--- config.mk ---
export PLATFORM = sky130hd
export DESIGN_NAME = fp_normalizer
export DESIGN_NICKNAME = d
export VERILOG_FILES = /design/src/rtl/fp_normalizer.sv
export SDC_FILE = /design/constraint.sdc
export NUM_CORES = 1
export LEC_CHECK = 0
export ABC_AREA = 0
export BUFFER_PORTS_ARGS = -buffer_cell sky130_fd_sc_hd__buf_2
export CAP_MARGIN = 20
export CORE_UTILIZATION = 40
export CTS_CLUSTER_SIZE = 14
export DETAILED_ROUTE_END_ITERATION = 12
export PLACE_DENSITY = 0.58
export SYNTH_ARGS = -nofsm -noshare
export SYNTH_HDL_FRONTEND = slang
export SYNTH_SLANG_ARGS = --single-unit
--- constraint.sdc ---
create_clock -name clk -period 10 [get_ports clk]
set_input_delay 1 -clock clk [delete_from_list [all_inputs] [get_ports clk]]
set_output_delay 1 -clock clk [all_outputs]
set_load 0.03 [all_outputs]
--- src/rtl/fp_normalizer.sv ---
// rtl/fp_normalizer.sv - multi-cycle normalize, round-to-nearest-even and range-check stage
module fp_normalizer (
  input  logic        clk,
  input  logic        rst_n,
  input  logic        start,
  input  logic        mode_fp,
  input  logic        sign_in,
  input  logic [9:0]  exp_in,
  input  logic [47:0] mant_in,
  output logic        busy,
  output logic        done,
  output logic        sign,
  output logic [7:0]  exp,
  output logic [22:0] mant,
  output logic        overflow,
  output logic        underflow,
  output logic        inexact
);

  typedef enum logic [1:0] {
    S_IDLE  = 2'd0,
    S_SHIFT = 2'd1,
    S_ROUND = 2'd2
  } state_t;

  state_t state_q, state_d;

  // working mantissa carries one spare bit above the bit-47 overflow position
  logic [48:0]        m_q, m_d;
  logic signed [11:0] e_q, e_d;
  logic               stk_q, stk_d;
  logic               s_q, s_d;
  logic               mode_q, mode_d;

  logic               busy_q, busy_d;
  logic               done_q, done_d;
  logic               sign_q, sign_d;
  logic [7:0]         exp_q, exp_d;
  logic [22:0]        mant_q, mant_d;
  logic               ovf_q, ovf_d;
  logic               udf_q, udf_d;
  logic               inex_q, inex_d;

  // rounding and range-check results, only consumed in ROUND
  logic [22:0]        frac_raw;
  logic [22:0]        frac_rnd;
  logic [23:0]        rnd_inc;
  logic               guard;
  logic               sticky;
  logic               lsb;
  logic               round_up;
  logic               carry;
  logic signed [11:0] e_rnd;
  logic signed [11:0] e_lo;
  logic signed [11:0] e_hi;

  // round the normalized mantissa at the latched precision and pick the legal exponent window
  always_comb begin
    frac_raw = 23'd0;
    guard    = 1'b0;
    sticky   = 1'b0;
    lsb      = 1'b0;
    rnd_inc  = 24'd0;
    e_lo     = 12'sd1;
    e_hi     = 12'sd254;
    if (mode_q) begin
      frac_raw = m_q[45:23];
      guard    = m_q[22];
      sticky   = (|m_q[21:0]) | stk_q;
      lsb      = m_q[23];
      rnd_inc  = 24'h000001;
      e_lo     = 12'sd1;
      e_hi     = 12'sd254;
    end else begin
      // half-precision fraction sits left-aligned so the encoder can truncate bits 22:13 exactly
      frac_raw = {m_q[45:36], 13'd0};
      guard    = m_q[35];
      sticky   = (|m_q[34:0]) | stk_q;
      lsb      = m_q[36];
      rnd_inc  = 24'h002000;
      e_lo     = 12'sd113;
      e_hi     = 12'sd142;
    end
    round_up = guard & (sticky | lsb);
    // a carry out of the fraction leaves it all-zero, which is exactly 1.0 at the next exponent
    {carry, frac_rnd} = {1'b0, frac_raw} + (round_up ? rnd_inc : 24'd0);
    e_rnd = e_q + {11'd0, carry};
  end

  // next-state, datapath and output-register updates for the IDLE/SHIFT/ROUND sequence
  always_comb begin
    state_d = state_q;
    m_d     = m_q;
    e_d     = e_q;
    stk_d   = stk_q;
    s_d     = s_q;
    mode_d  = mode_q;
    busy_d  = busy_q;
    done_d  = 1'b0;
    sign_d  = sign_q;
    exp_d   = exp_q;
    mant_d  = mant_q;
    ovf_d   = ovf_q;
    udf_d   = udf_q;
    inex_d  = inex_q;

    unique case (state_q)
      S_IDLE: begin
        if (start) begin
          m_d     = {1'b0, mant_in};
          e_d     = {{2{exp_in[9]}}, exp_in};
          stk_d   = 1'b0;
          s_d     = sign_in;
          mode_d  = mode_fp;
          busy_d  = 1'b1;
          ovf_d   = 1'b0;
          udf_d   = 1'b0;
          inex_d  = 1'b0;
          state_d = S_SHIFT;
        end
      end

      S_SHIFT: begin
        if (m_q == 49'd0) begin
          state_d = S_ROUND;
        end else if (m_q[47]) begin
          // the bit shifted out is folded into sticky so rounding still sees it
          m_d   = m_q >> 1;
          stk_d = stk_q | m_q[0];
          e_d   = e_q + 12'sd1;
        end else if (!m_q[46]) begin
          m_d = m_q << 1;
          e_d = e_q - 12'sd1;
        end else begin
          state_d = S_ROUND;
        end
      end

      S_ROUND: begin
        state_d = S_IDLE;
        busy_d  = 1'b0;
        done_d  = 1'b1;
        sign_d  = s_q;
        e_d     = e_rnd;
        if (m_q == 49'd0) begin
          exp_d  = 8'h00;
          mant_d = 23'd0;
          ovf_d  = 1'b0;
          udf_d  = 1'b0;
          inex_d = 1'b0;
        end else if (e_rnd > e_hi) begin
          exp_d  = 8'hFF;
          mant_d = 23'd0;
          ovf_d  = 1'b1;
          inex_d = 1'b1;
        end else if (e_rnd < e_lo) begin
          // denormals are not produced; anything below the window flushes to signed zero
          exp_d  = 8'h00;
          mant_d = 23'd0;
          udf_d  = 1'b1;
          inex_d = 1'b1;
        end else begin
          exp_d  = e_rnd[7:0];
          mant_d = frac_rnd;
          inex_d = guard | sticky;
        end
      end

      default: begin
        state_d = S_IDLE;
        busy_d  = 1'b0;
      end
    endcase
  end

  // state and datapath registers; reset aborts any operation in flight
  always_ff @(posedge clk or negedge rst_n) begin
    if (!rst_n) begin
      state_q <= S_IDLE;
      m_q     <= 49'd0;
      e_q     <= 12'sd0;
      stk_q   <= 1'b0;
      s_q     <= 1'b0;
      mode_q  <= 1'b0;
      busy_q  <= 1'b0;
      done_q  <= 1'b0;
      sign_q  <= 1'b0;
      exp_q   <= 8'h00;
      mant_q  <= 23'd0;
      ovf_q   <= 1'b0;
      udf_q   <= 1'b0;
      inex_q  <= 1'b0;
    end else begin
      state_q <= state_d;
      m_q     <= m_d;
      e_q     <= e_d;
      stk_q   <= stk_d;
      s_q     <= s_d;
      mode_q  <= mode_d;
      busy_q  <= busy_d;
      done_q  <= done_d;
      sign_q  <= sign_d;
      exp_q   <= exp_d;
      mant_q  <= mant_d;
      ovf_q   <= ovf_d;
      udf_q   <= udf_d;
      inex_q  <= inex_d;
    end
  end

  assign busy      = busy_q;
  assign done      = done_q;
  assign sign      = sign_q;
  assign exp       = exp_q;
  assign mant      = mant_q;
  assign overflow  = ovf_q;
  assign underflow = udf_q;
  assign inexact   = inex_q;

endmodule

==> metrics.txt <==
Synth area leaders dfrtp_1 (36%), mux2_4 (8.0%), a21oi_1 (6.8%), ha_1 (4.6%), nor2_1 (4.3%); switch share 0.4738; vias in the first global route 5902; layout cells sized above 1 0.2186; commonest non-fill, non-tap cell in the layout dfrtp_1; initial antenna violation count 0; DP Wirelength 13.59 mm; Reg2Reg Setup Slack 3.78 ns; router iterations before antenna repair 5; Hold Fails Final Rpt 0; reg2reg end mant[8]; WP data required 10.26 ns; cell-internal power 1.573 mW; Synth Area per Inst 9.240 µm²; post-synth top area share 0.3583; total grt overflow 0; worst flop-to-flop path startpoint m_q[7]; fin. max-slew vios 0; Via density 5.776; Top Ports 100; nets@finish 924; Post-CTS Setup Bufs 0; CTS Hold Buffers Added 0; Arr. time, crit path 6.48 ns; final setup TNS 0 ns; RSZ-0062 raised after global routing false; GR Util All Layers 0.2179; part of the power in registers 0.289; met1 Track Usage GR 0.3078; Gates resized, CTS repair 0; top_reg_cell synth dfrtp_1; number of synthesized register bits 102; leakage power 3.429 nW; hold crit path type flop to flop; Worst setup SP type flop; CTS tree built; highest clock rate 0.1607 GHz; Final Skew 0.008292 ns; endpoints failing setup 0; Final period util 0.6223; IO Port Bufs 99; largest net degree at the start of global routing 75; status complete, no violations; Cells after Synth 771; core area 17360 µm²; Post-synth EDFFs 0; DRC Markers 0; chip width 135.5 µm; Fillers 1701; grt peak-use layer met2; Psw 1.416 mW; worst setup path end mant[8]; Vias 6134; drt total wl 19.23 mm; Clk Tree Root Cell clkbuf_16; Power, Total 2.989 mW; clk slew on worst S/H paths 0.07 ns; Syn Nets 861; placer's final routability congestion estimate 0.8959; num rows 48; synth warn 0; global-route wire length before repair 31.40 mm; CP startpoint m_q[7]; met3 Track Usage GR 0.02843; crit path time final 6.223 ns; M2 GR Usage 0.3490; die area 18350 µm²; Seq. cell area 2554 µm²; Slew @ Worst Pin 1.056 ns; P per Cell Area 375.4 nW/µm²; sequential area share after synthesis 0.3583; CP max FO 21; mean routed wirelength per cell 18.11 µm; clk_lat worst skew 0.36 ns; ys async rst share 1.000; WHS 0.4827 ns; Max Buffers Root-to-Sink 2; clock share of power 0.114; Synth Cell Area 7124 µm²; max-cap viol count 0; crit path kind flop to flop; DRT antenna net count 0; worst IR drop on VDD 0.0001262 V; Die Ht 135.5 µm; H-Tree Depth 3; TritonCTS buffer count 9; starting density of the core 0.4105; Multi-input gate area 4198 µm²; clock sink count 102; relative slew slack 0.2945; antenna fix cells 0; Unique masters post-synth 71; DR iter-0 viols 517; Critical Path Sink Type flop; Comb pwr share 0.596; Synth area leader dfrtp_1; commonest cells after routing, fill and taps aside dfrtp_1 (101), buf_2 (98), a21oi_1 (97); Worst R2R Path Depth 19; area delta synth->final 11.77%
power groups by stage:
stage                     Clock, mW  Combinational, mW  Sequential, mW
after floorplan                   0               1.40           0.853
after global placement            0               1.74           0.861
after detailed placement          0               1.77           0.872
after CTS                     0.352               1.78           0.865
after global routing          0.362               1.97           0.897
final                         0.341               1.78           0.865
registers in the layout, indices dropped and copies added, names as in the netlist, 2 cells and up:
signal,flops
m_q,48
mant,23
e_q,12
exp,8
state_q,2
how the worst min path moves through the flow:
| stage | start | endpoint | slack [ns] | cells past startpoint |
|---|---|---|---|---|
| floorplan | s_q | s_q | 0.47 | 1 |
| global placement | mant[15] | mant[15] | 0.46 | 1 |
| detailed placement | mant[14] | mant[14] | 0.47 | 1 |
| global route | mant[10] | mant[10] | 0.50 | 1 |
| finish | mant[14] | mant[14] | 0.48 | 1 |
| CTS | mant[14] | mant[14] | 0.49 | 1 |
Yosys cell counts (5+ instances only):
cell / n
nor2_1: 81
o2bb2ai_1: 23
nand4_1: 10
o311ai_0: 7
dfrtp_1: 102
inv_1: 25
mux2_2: 10
a221oi_1: 9
buf_1: 7
buf_2: 8
a21oi_1: 97
nand2b_1: 5
o31ai_1: 9
ha_1: 26
o21ai_0: 14
a211oi_1: 6
xor2_1: 12
nor3b_1: 40
clkbuf_1: 35
nor4_1: 13
and4_1: 5
and3_1: 5
nor3_1: 9
xnor2_1: 26
mux2_4: 38
a31oi_1: 6
nand2_1: 52
nand3_1: 12
through the flow:
stage                     instances  worst slack [ns]  utilization  instance area (µm²)
after floorplan                 771             5.092            -                 7124
after global placement         1048             4.123       0.4430                 7689
after detailed placement       1048             3.860       0.4430                 7689
after CTS                      1062             3.829       0.4588                 7963
after global routing           1062             3.320       0.4588                 7963
final                          1062             3.777       0.4588                 7963
worst max-delay path: stages, from the launching register on:
cell     delay [ns]
dfrtp_1        0.40
or4_1          0.54
nor3_1         0.36
and3b_1        0.29
nand2_1        0.07
and3_1         0.18
ha_1           0.30
and4_1         0.19
a21oi_1        0.15
nor3b_1        0.38
ha_1           0.29
ha_1           0.29
nand3_1        0.12
xnor2_1        0.46
ha_1           0.33
nor4_1         0.36
nor3b_1        0.25
o32ai_1        0.14
or3b_1         0.68
o32ai_1        0.36
logic make-up (layout without fill, tap and decap cells):
logic type,after synthesis,in the layout,synth area share
adder cells (fa/ha/maj),27,27,0.04847
multiplexers,51,51,0.1001
AO/OA/AOI/OAI,216,216,0.2023
XOR/XNOR,38,38,0.04672
AND/OR/NAND/NOR,256,256,0.1898
buffers and inverters,81,147,0.05427
flip-flops,102,102,0.3583
layout make-up:
class | instances | area share
multi-input cells | 588 | 0.5272
flip-flops and latches | 102 | 0.3207
repair buffers | 107 | 0.07008
well taps | 225 | 0.03536
clock buffers | 11 | 0.03174
inverters | 26 | 0.01226
clock inverters | 3 | 0.002671
layer usage:
metal,share of wire,up-vias
met3,0.033,16
met1,0.48,3011
met4,0.013,0
met2,0.47,148
met5,0,-
li1,-,2959
No activity file was read; power rests on OpenSTA's default activity.
